### src/rtl/uart_tx_arbiter_if.sv
// uart_tx_arbiter_if: requester valid/ready bus plus transmitter parallel-input bus
// Ports (slave = arbiter side):
//   req_valid/req_data/req_par_en/req_par_type in, req_ready out  - per-requester handshake
//   tx_busy in, tx_data_valid/tx_parallel_data/tx_par_en/tx_par_type out - transmitter side
interface uart_tx_arbiter_if #(
  parameter int DATA_WIDTH = 8,
  parameter int NUM_REQ = 4
);
  logic [NUM_REQ-1:0] req_valid, req_ready, req_par_en, req_par_type;
  logic [NUM_REQ*DATA_WIDTH-1:0] req_data;
  logic tx_busy, tx_data_valid, tx_par_en, tx_par_type;
  logic [DATA_WIDTH-1:0] tx_parallel_data;
  modport master (
    output req_valid, req_data, req_par_en, req_par_type, tx_busy,
    input req_ready, tx_data_valid, tx_parallel_data, tx_par_en, tx_par_type
  );
  modport slave (
    input req_valid, req_data, req_par_en, req_par_type, tx_busy,
    output req_ready, tx_data_valid, tx_parallel_data, tx_par_en, tx_par_type
  );
endinterface

### src/rtl/uart_tx_arbiter.sv
// uart_tx_arbiter: round-robin sharing of one UART transmitter among NUM_REQ requesters
// Ports: clk, reset_n (sync, active-low); bus (slave modport: requester handshake + transmitter input);
//   grant_id = owner of current/last frame, active = not IDLE, timeout_err = busy-rise timeout pulse
module uart_tx_arbiter #(
  parameter int DATA_WIDTH = 8,
  parameter int NUM_REQ = 4,
  parameter int BUSY_TIMEOUT = 4,
  localparam int IW = NUM_REQ > 1 ? $clog2(NUM_REQ) : 1
) (
  input  logic clk,
  input  logic reset_n,
  uart_tx_arbiter_if.slave bus,
  output logic [IW-1:0] grant_id,
  output logic active,
  output logic timeout_err
);
  localparam int CW = $clog2(BUSY_TIMEOUT + 1);
  typedef enum logic [1:0] {IDLE, LAUNCH, WAIT_BUSY, WAIT_DONE} state_t;
  state_t state_q, state_d;
  logic [DATA_WIDTH-1:0] data_q, data_d;
  logic pen_q, pen_d, ptype_q, ptype_d;
  logic [IW-1:0] grant_q, grant_d, last_q, last_d, win;
  logic [CW-1:0] cnt_q, cnt_d;
  logic any, accept, timeout_hit;
  // Scan downward so the nearest index after last_q is written last and wins.
  always_comb begin
    win = last_q;
    any = 1'b0;
    for (int k = NUM_REQ; k >= 1; k--)
      if (bus.req_valid[IW'((int'(last_q) + k) % NUM_REQ)]) begin
        win = IW'((int'(last_q) + k) % NUM_REQ);
        any = 1'b1;
      end
  end
  // Gated by reset_n so no accept strobe escapes while reset is held.
  assign accept = reset_n && state_q == IDLE && !bus.tx_busy && any;
  assign timeout_hit = state_q == WAIT_BUSY && !bus.tx_busy && cnt_q == CW'(BUSY_TIMEOUT - 1);
  always_comb begin
    state_d = state_q;
    data_d = data_q;
    pen_d = pen_q;
    ptype_d = ptype_q;
    grant_d = grant_q;
    last_d = last_q;
    cnt_d = cnt_q;
    case (state_q)
      IDLE: if (accept) begin
        state_d = LAUNCH;
        data_d = bus.req_data[win*DATA_WIDTH +: DATA_WIDTH];
        pen_d = bus.req_par_en[win];
        ptype_d = bus.req_par_type[win];
        grant_d = win;
        last_d = win;
      end
      LAUNCH: begin
        state_d = WAIT_BUSY;
        cnt_d = '0;
      end
      WAIT_BUSY: if (bus.tx_busy) state_d = WAIT_DONE;
      else begin
        cnt_d = cnt_q + 1'b1;
        state_d = timeout_hit ? IDLE : WAIT_BUSY;
      end
      WAIT_DONE: state_d = bus.tx_busy ? WAIT_DONE : IDLE;
      default: state_d = IDLE;
    endcase
  end
  always_ff @(posedge clk)
    if (!reset_n) begin
      state_q <= IDLE;
      data_q <= '0;
      pen_q <= 1'b0;
      ptype_q <= 1'b0;
      grant_q <= '0;
      last_q <= IW'(NUM_REQ - 1);
      cnt_q <= '0;
    end else begin
      state_q <= state_d;
      data_q <= data_d;
      pen_q <= pen_d;
      ptype_q <= ptype_d;
      grant_q <= grant_d;
      last_q <= last_d;
      cnt_q <= cnt_d;
    end
  assign bus.req_ready = accept ? {{(NUM_REQ-1){1'b0}}, 1'b1} << win : '0;
  assign bus.tx_data_valid = state_q == LAUNCH;
  assign bus.tx_parallel_data = data_q;
  assign bus.tx_par_en = pen_q;
  assign bus.tx_par_type = ptype_q;
  assign grant_id = grant_q;
  assign active = state_q != IDLE;
  assign timeout_err = timeout_hit;
endmodule
### src/flat_wrapper.sv
// flat-port wrapper written by rule: the top's interface ports become plain ports
module uart_tx_arbiter_flat 
#(
  parameter int DATA_WIDTH = 8,
  parameter int NUM_REQ = 4,
  parameter int BUSY_TIMEOUT = 4,
  localparam int IW = NUM_REQ > 1 ? $clog2(NUM_REQ) : 1
)
  (clk, reset_n, grant_id, active, timeout_err, bus_req_valid, bus_req_data, bus_req_par_en, bus_req_par_type, bus_tx_busy, bus_req_ready, bus_tx_data_valid, bus_tx_parallel_data, bus_tx_par_en, bus_tx_par_type);
  uart_tx_arbiter_if #(.DATA_WIDTH(DATA_WIDTH), .NUM_REQ(NUM_REQ)) bus_i ();
  input  logic clk;
  input  logic reset_n;
  output logic [IW-1:0] grant_id;
  output logic active;
  output logic timeout_err;
  input wire logic [$bits(bus_i.req_valid)-1:0] bus_req_valid;
  input wire logic [$bits(bus_i.req_data)-1:0] bus_req_data;
  input wire logic [$bits(bus_i.req_par_en)-1:0] bus_req_par_en;
  input wire logic [$bits(bus_i.req_par_type)-1:0] bus_req_par_type;
  input wire logic [$bits(bus_i.tx_busy)-1:0] bus_tx_busy;
  output wire logic [$bits(bus_i.req_ready)-1:0] bus_req_ready;
  output wire logic [$bits(bus_i.tx_data_valid)-1:0] bus_tx_data_valid;
  output wire logic [$bits(bus_i.tx_parallel_data)-1:0] bus_tx_parallel_data;
  output wire logic [$bits(bus_i.tx_par_en)-1:0] bus_tx_par_en;
  output wire logic [$bits(bus_i.tx_par_type)-1:0] bus_tx_par_type;
  assign bus_i.req_valid = bus_req_valid;
  assign bus_i.req_data = bus_req_data;
  assign bus_i.req_par_en = bus_req_par_en;
  assign bus_i.req_par_type = bus_req_par_type;
  assign bus_i.tx_busy = bus_tx_busy;
  assign bus_req_ready = bus_i.req_ready;
  assign bus_tx_data_valid = bus_i.tx_data_valid;
  assign bus_tx_parallel_data = bus_i.tx_parallel_data;
  assign bus_tx_par_en = bus_i.tx_par_en;
  assign bus_tx_par_type = bus_i.tx_par_type;
  uart_tx_arbiter #(.DATA_WIDTH(DATA_WIDTH), .NUM_REQ(NUM_REQ), .BUSY_TIMEOUT(BUSY_TIMEOUT)) u_core (.clk(clk), .reset_n(reset_n), .bus(bus_i), .grant_id(grant_id), .active(active), .timeout_err(timeout_err));
endmodule
### config.mk
export PLATFORM = sky130hd
export DESIGN_NAME = uart_tx_arbiter_flat
export DESIGN_NICKNAME = d
export VERILOG_FILES = /design/src/rtl/uart_tx_arbiter_if.sv /design/src/rtl/uart_tx_arbiter.sv /design/src/flat_wrapper.sv
export SDC_FILE = /design/constraint.sdc
export NUM_CORES = 1
export LEC_CHECK = 0
export CAP_MARGIN = 20
export CORE_UTILIZATION = 40
export CTS_CLUSTER_SIZE = 14
export DETAILED_ROUTE_END_ITERATION = 12
export GPL_TIMING_DRIVEN = 0
export PLACE_DENSITY_LB_ADDON = 0.25
export SLEW_MARGIN = 0
export SYNTH_ARGS = -nofsm -noshare
export SYNTH_HDL_FRONTEND = slang
export SYNTH_SLANG_ARGS = --single-unit
### constraint.sdc
create_clock -name clk -period 3.6 [get_ports clk]
set_input_delay 1.08 -clock clk [delete_from_list [all_inputs] [get_ports clk]]
set_output_delay 1.08 -clock clk [all_outputs]
set_load 0.01 [all_outputs]
==> results list <==
- Sequential cells burn 39.7% of the power.
* Top cell type's share of synthesized area: 28.7%
- Die Footprint: 3550 µm²
- Maximum fanout encountered on the critical timing path: 5
- Unrepaired setup endpoints after global routing: no
* Rows: 20
- Critical path class: in2out
- Dividing the detail-routed wire length by the instance count gives 14.8 µm.
- 66 I/O pins were placed.
* Reg2reg setup slack: 1790 ps
- Of the synthesized area, sequential elements account for 28.7%.
* Chip Height: 59.6 µm
- Share of post-route cells with drive strength above 1: 18.6%
- Power spread over the standard cell area amounts to 301 nW/µm².
* Number of instances on the worst hold path: 2
- Arrival @ worst endpoint: 2470 ps
* Status: finished, final reports clean
- The cell family contributing the most delay on the critical path is simple AND/OR/NAND/NOR gates.
* Endpoint of the worst register-to-register path: u_core.bus.tx_par_en
- Clock tree from TritonCTS: done
- Synthesis-to-finish area growth: 57.8%
- The final critical path takes up 98.5% of the cycle.
- Internal power comes to 424 µW.
* Routed via count: 1406
* Number of warnings reported in the yosys synthesis log: 0
* Post-route total power: 630 µW
* Inserted Clock Buffers: 3
- Switching fraction of total power: 32.7%
- Kind of capture point of the worst setup path: output pin
- The via count of the first global-routing pass came to 1389.
* DRC violation count after routing: 0
- CTS built an H-tree with a depth of 1.
- Initial antenna violation count: 0
- By area the synthesized netlist is led by sky130_fd_sc_hd__dfxtp_1, sky130_fd_sc_hd__a211oi_2, sky130_fd_sc_hd__mux2i_1, sky130_fd_sc_hd__o31a_1, sky130_fd_sc_hd__a21oi_1.
- Highest achievable clock rate: 282 MHz
- Hold bufs inserted after CTS: 0
- Fraction of power consumed by combinational cells: 41.9%
- In this run the worst setup path begins at bus_req_valid[2].
- Post-synthesis async set-or-reset flop share: 0%
- The total overflow left after global routing is 0.
* Clock power share: 18.4%
- After routing the design area is 2090 µm².
- The final layout contains routed wiring with a total length of 3910 µm.
* Final HPWL DP: 3030 µm
- Before antenna repair, the detailed router went through 6 iterations.
- The worst hold path begins at u_core.grant_id[1].
* Number of distinct standard cells referenced by the synthesized netlist: 34
- Setup violations remaining at the end of the flow were counted as 0.
* Critical path required time: 2520 ps
- The clock net in this run drives a total of 19 sinks.
* Setup crit start kind: input pin
- The cell sitting at the root of the clock tree is a sky130_fd_sc_hd__clkbuf_4.
- Worst-case clock buffer depth: 2
* Worst hold path endpoint: u_core.grant_id[1]
* Worst Max-Slew Pin Slew: 529 ps
* Max cap viols: 0
- Summing all placed instances gives a cell area of 2030 µm².
- Final net count: 271
- Standard cell core area: 3100 µm²
* Effective utilization at floorplan: 42.7%
- Cells fill 67.5% of the core in the end.
* Clock transition at the register clock pins on the worst setup and hold paths after CTS: 120 ps
* Post-synth EDFFs: 0
- The biggest area contributor in the post-synthesis netlist is sky130_fd_sc_hd__dfxtp_1.
* Global-route wire length before repair: 6180 µm
- List of cells traversed by the critical path: dlygate4sd2_1, or4_4, and4b_4, o211ai_4, buf_12, nor2_1, buf_2
- The number of endpoints with negative hold slack in the final report came to 0.
- Global routing consumed, over all layers together, 23.2% of the routing resources.
* Post-detailed-route count of antenna-violating nets: 0
- Path class of the lowest-slack min-delay path: reg2reg
- Leading post-synthesis cells by instance count: sky130_fd_sc_hd__dfxtp_1, sky130_fd_sc_hd__a211oi_2, sky130_fd_sc_hd__mux2i_1, sky130_fd_sc_hd__a21oi_1, sky130_fd_sc_hd__nor2_1
- The clock reaches the later pin of the worst-skew pair after 300 ps.
- Clock skew on the completed layout was measured at 5.53 ps.
- Among all cell types in the netlist, the one instantiated most often is sky130_fd_sc_hd__dfxtp_1.
- In this run the power spent charging and discharging nets is 206 µW.
- Mean instance size in the synthesized netlist: 9.08 µm²
- Static leakage: 0.806 nW
- Die Span X: 59.6 µm
- The worst path in the final design needs a cycle of 3550 ps, including I/O delays and setup.
- Placer congestion estimate: 0.786
- Final count of pins violating max slew: 0
- Slowest-stage cell, CP: sky130_fd_sc_hd__or4_4
* Worst slew margin relative to its limit: 64.7%
* CP Buf/Inv Count: 3
* Main synth FF type: sky130_fd_sc_hd__dfxtp_1
* Number of inserted diodes: 0
* Violation count after the first detailed-route iteration: 43
- During placement, the flow inserted port buffers numbering 65.
- Entering global routing, the biggest net connects 12 pins.
- On the worst path, the slowest cell contributes a delay of 440 ps.
- Setup total negative slack on the finished layout was measured at 0 ps.
- In the routed layout, each cell is associated on average with a via count of 5.31.
- Post-synthesis cell area: 1330 µm²
- The worst register-to-register path has a depth of 8.
- Synthesis inferred 19 register bits.
- Post-Synthesis Net Count: 195
- The worst register-to-register path begins at u_core.state_q[0].
- Synthesis produced a netlist whose cell count is 146.
* Peak supply drop: 0.000179 V
cells in the final DEF, fill, tap and decap left out, types with 3 or more instances in the layout:
cell type	n
sky130_fd_sc_hd__mux2i_1	13
sky130_fd_sc_hd__a21o_1	3
sky130_fd_sc_hd__nor2b_1	5
sky130_fd_sc_hd__nand3_1	5
sky130_fd_sc_hd__clkdlybuf4s50_1	56
sky130_fd_sc_hd__dfxtp_1	19
sky130_fd_sc_hd__and2_1	4
sky130_fd_sc_hd__o31a_1	8
sky130_fd_sc_hd__buf_2	3
sky130_fd_sc_hd__nand2b_1	3
sky130_fd_sc_hd__nor2_1	9
sky130_fd_sc_hd__o21ai_0	5
sky130_fd_sc_hd__buf_4	7
sky130_fd_sc_hd__o21a_1	3
sky130_fd_sc_hd__clkbuf_1	7
sky130_fd_sc_hd__a21oi_1	12
sky130_fd_sc_hd__nand2_1	7
sky130_fd_sc_hd__a211oi_2	14
sky130_fd_sc_hd__clkbuf_4	4
sequential cells by signal, indices dropped and copies added, names as in the netlist:
name	cells
u_core.bus.tx_parallel_data	8
u_core.last_q	2
u_core.bus.tx_par_type	1
u_core.cnt_q	3
u_core.state_q	2
u_core.bus.tx_par_en	1
u_core.grant_id	2
layout make-up:
class,instances,area (µm²)
inverter,1,3.75
timing repair buffer,72,676
tap,44,55.1
clock buffer,3,22.5
sequential,19,380
buffer,11,76.3
multi-input combinational,114,875
fill,274,1010
clock inverter,1,5.00
logic make-up (layout without fill, tap and decap cells):
kind of cell               Yosys count  in the layout  synth area share, %
AOI/OAI and AO/OA                   55             55                 34.6
and+or+nand+nor                     44             44                 18.4
DFF                                 19             19                 28.7
muxes                               13             13                 9.81
buffers and inverters               13             88                 6.60
adders and majority gates            2              2                 1.89
power groups by stage:
stage	registers (mW)	logic, mW	clock network [mW]
6_report	0.250	0.264	0.116
3_3_place_gp	0.254	0.250	0
5_1_grt	0.253	0.283	0.132
2_1_floorplan	0.260	0.125	0
3_5_place_dp	0.254	0.255	0
4_1_cts	0.250	0.261	0.116
worst register-to-register path, cell delays in order, from the launching register on:
cell	delay, ps
sky130_fd_sc_hd__dfxtp_1	390
sky130_fd_sc_hd__nor2_2	120
sky130_fd_sc_hd__and4b_4	320
sky130_fd_sc_hd__o211ai_4	120
sky130_fd_sc_hd__buf_4	150
sky130_fd_sc_hd__buf_4	120
sky130_fd_sc_hd__buf_4	120
sky130_fd_sc_hd__a211oi_1	280
sky130_fd_sc_hd__a211oi_2	80
stage by stage:
step	setup WS [ps]	hold WS, ps	std cells
floorplan	280	488	146
global route	11.3	505	265
detailed placement	-733	470	255
global placement	-708	456	255
CTS	0.937	488	263
finish	52.9	484	265
routing by layer:
layer  part of all wire [%]  global-route usage, %  routed length, µm
met5                      0                      0                  0
met4                   0.56                   5.32                 22
met3                    6.1                   5.68                240
met2                     52                   41.9               2050
met1                     41                   27.5               1600
worst max-delay path by stage:
| stage | endpoint | slack (ps) | cells past startpoint |
|---|---|---|---|
| 6_report | bus_req_ready[1] | 50 | 7 |
| 5_1_grt | bus_req_ready[3] | 10 | 7 |
| 4_1_cts | bus_req_ready[1] | 0.9 | 7 |
| 3_5_place_dp | bus_req_ready[1] | -730 | 8 |
| 2_1_floorplan | bus_req_ready[0] | 280 | 6 |
| 3_3_place_gp | bus_req_ready[1] | -710 | 8 |
repair_timing:
action,CTS,global route
pin swaps,2,1
endpoints found under the setup margin,5,4
gates cloned,0,0
endpoints found under the hold margin,0,0
buffers inserted,5,2
gates resized for setup,25,6
Note: power is estimated with default switching activity, not from simulation.
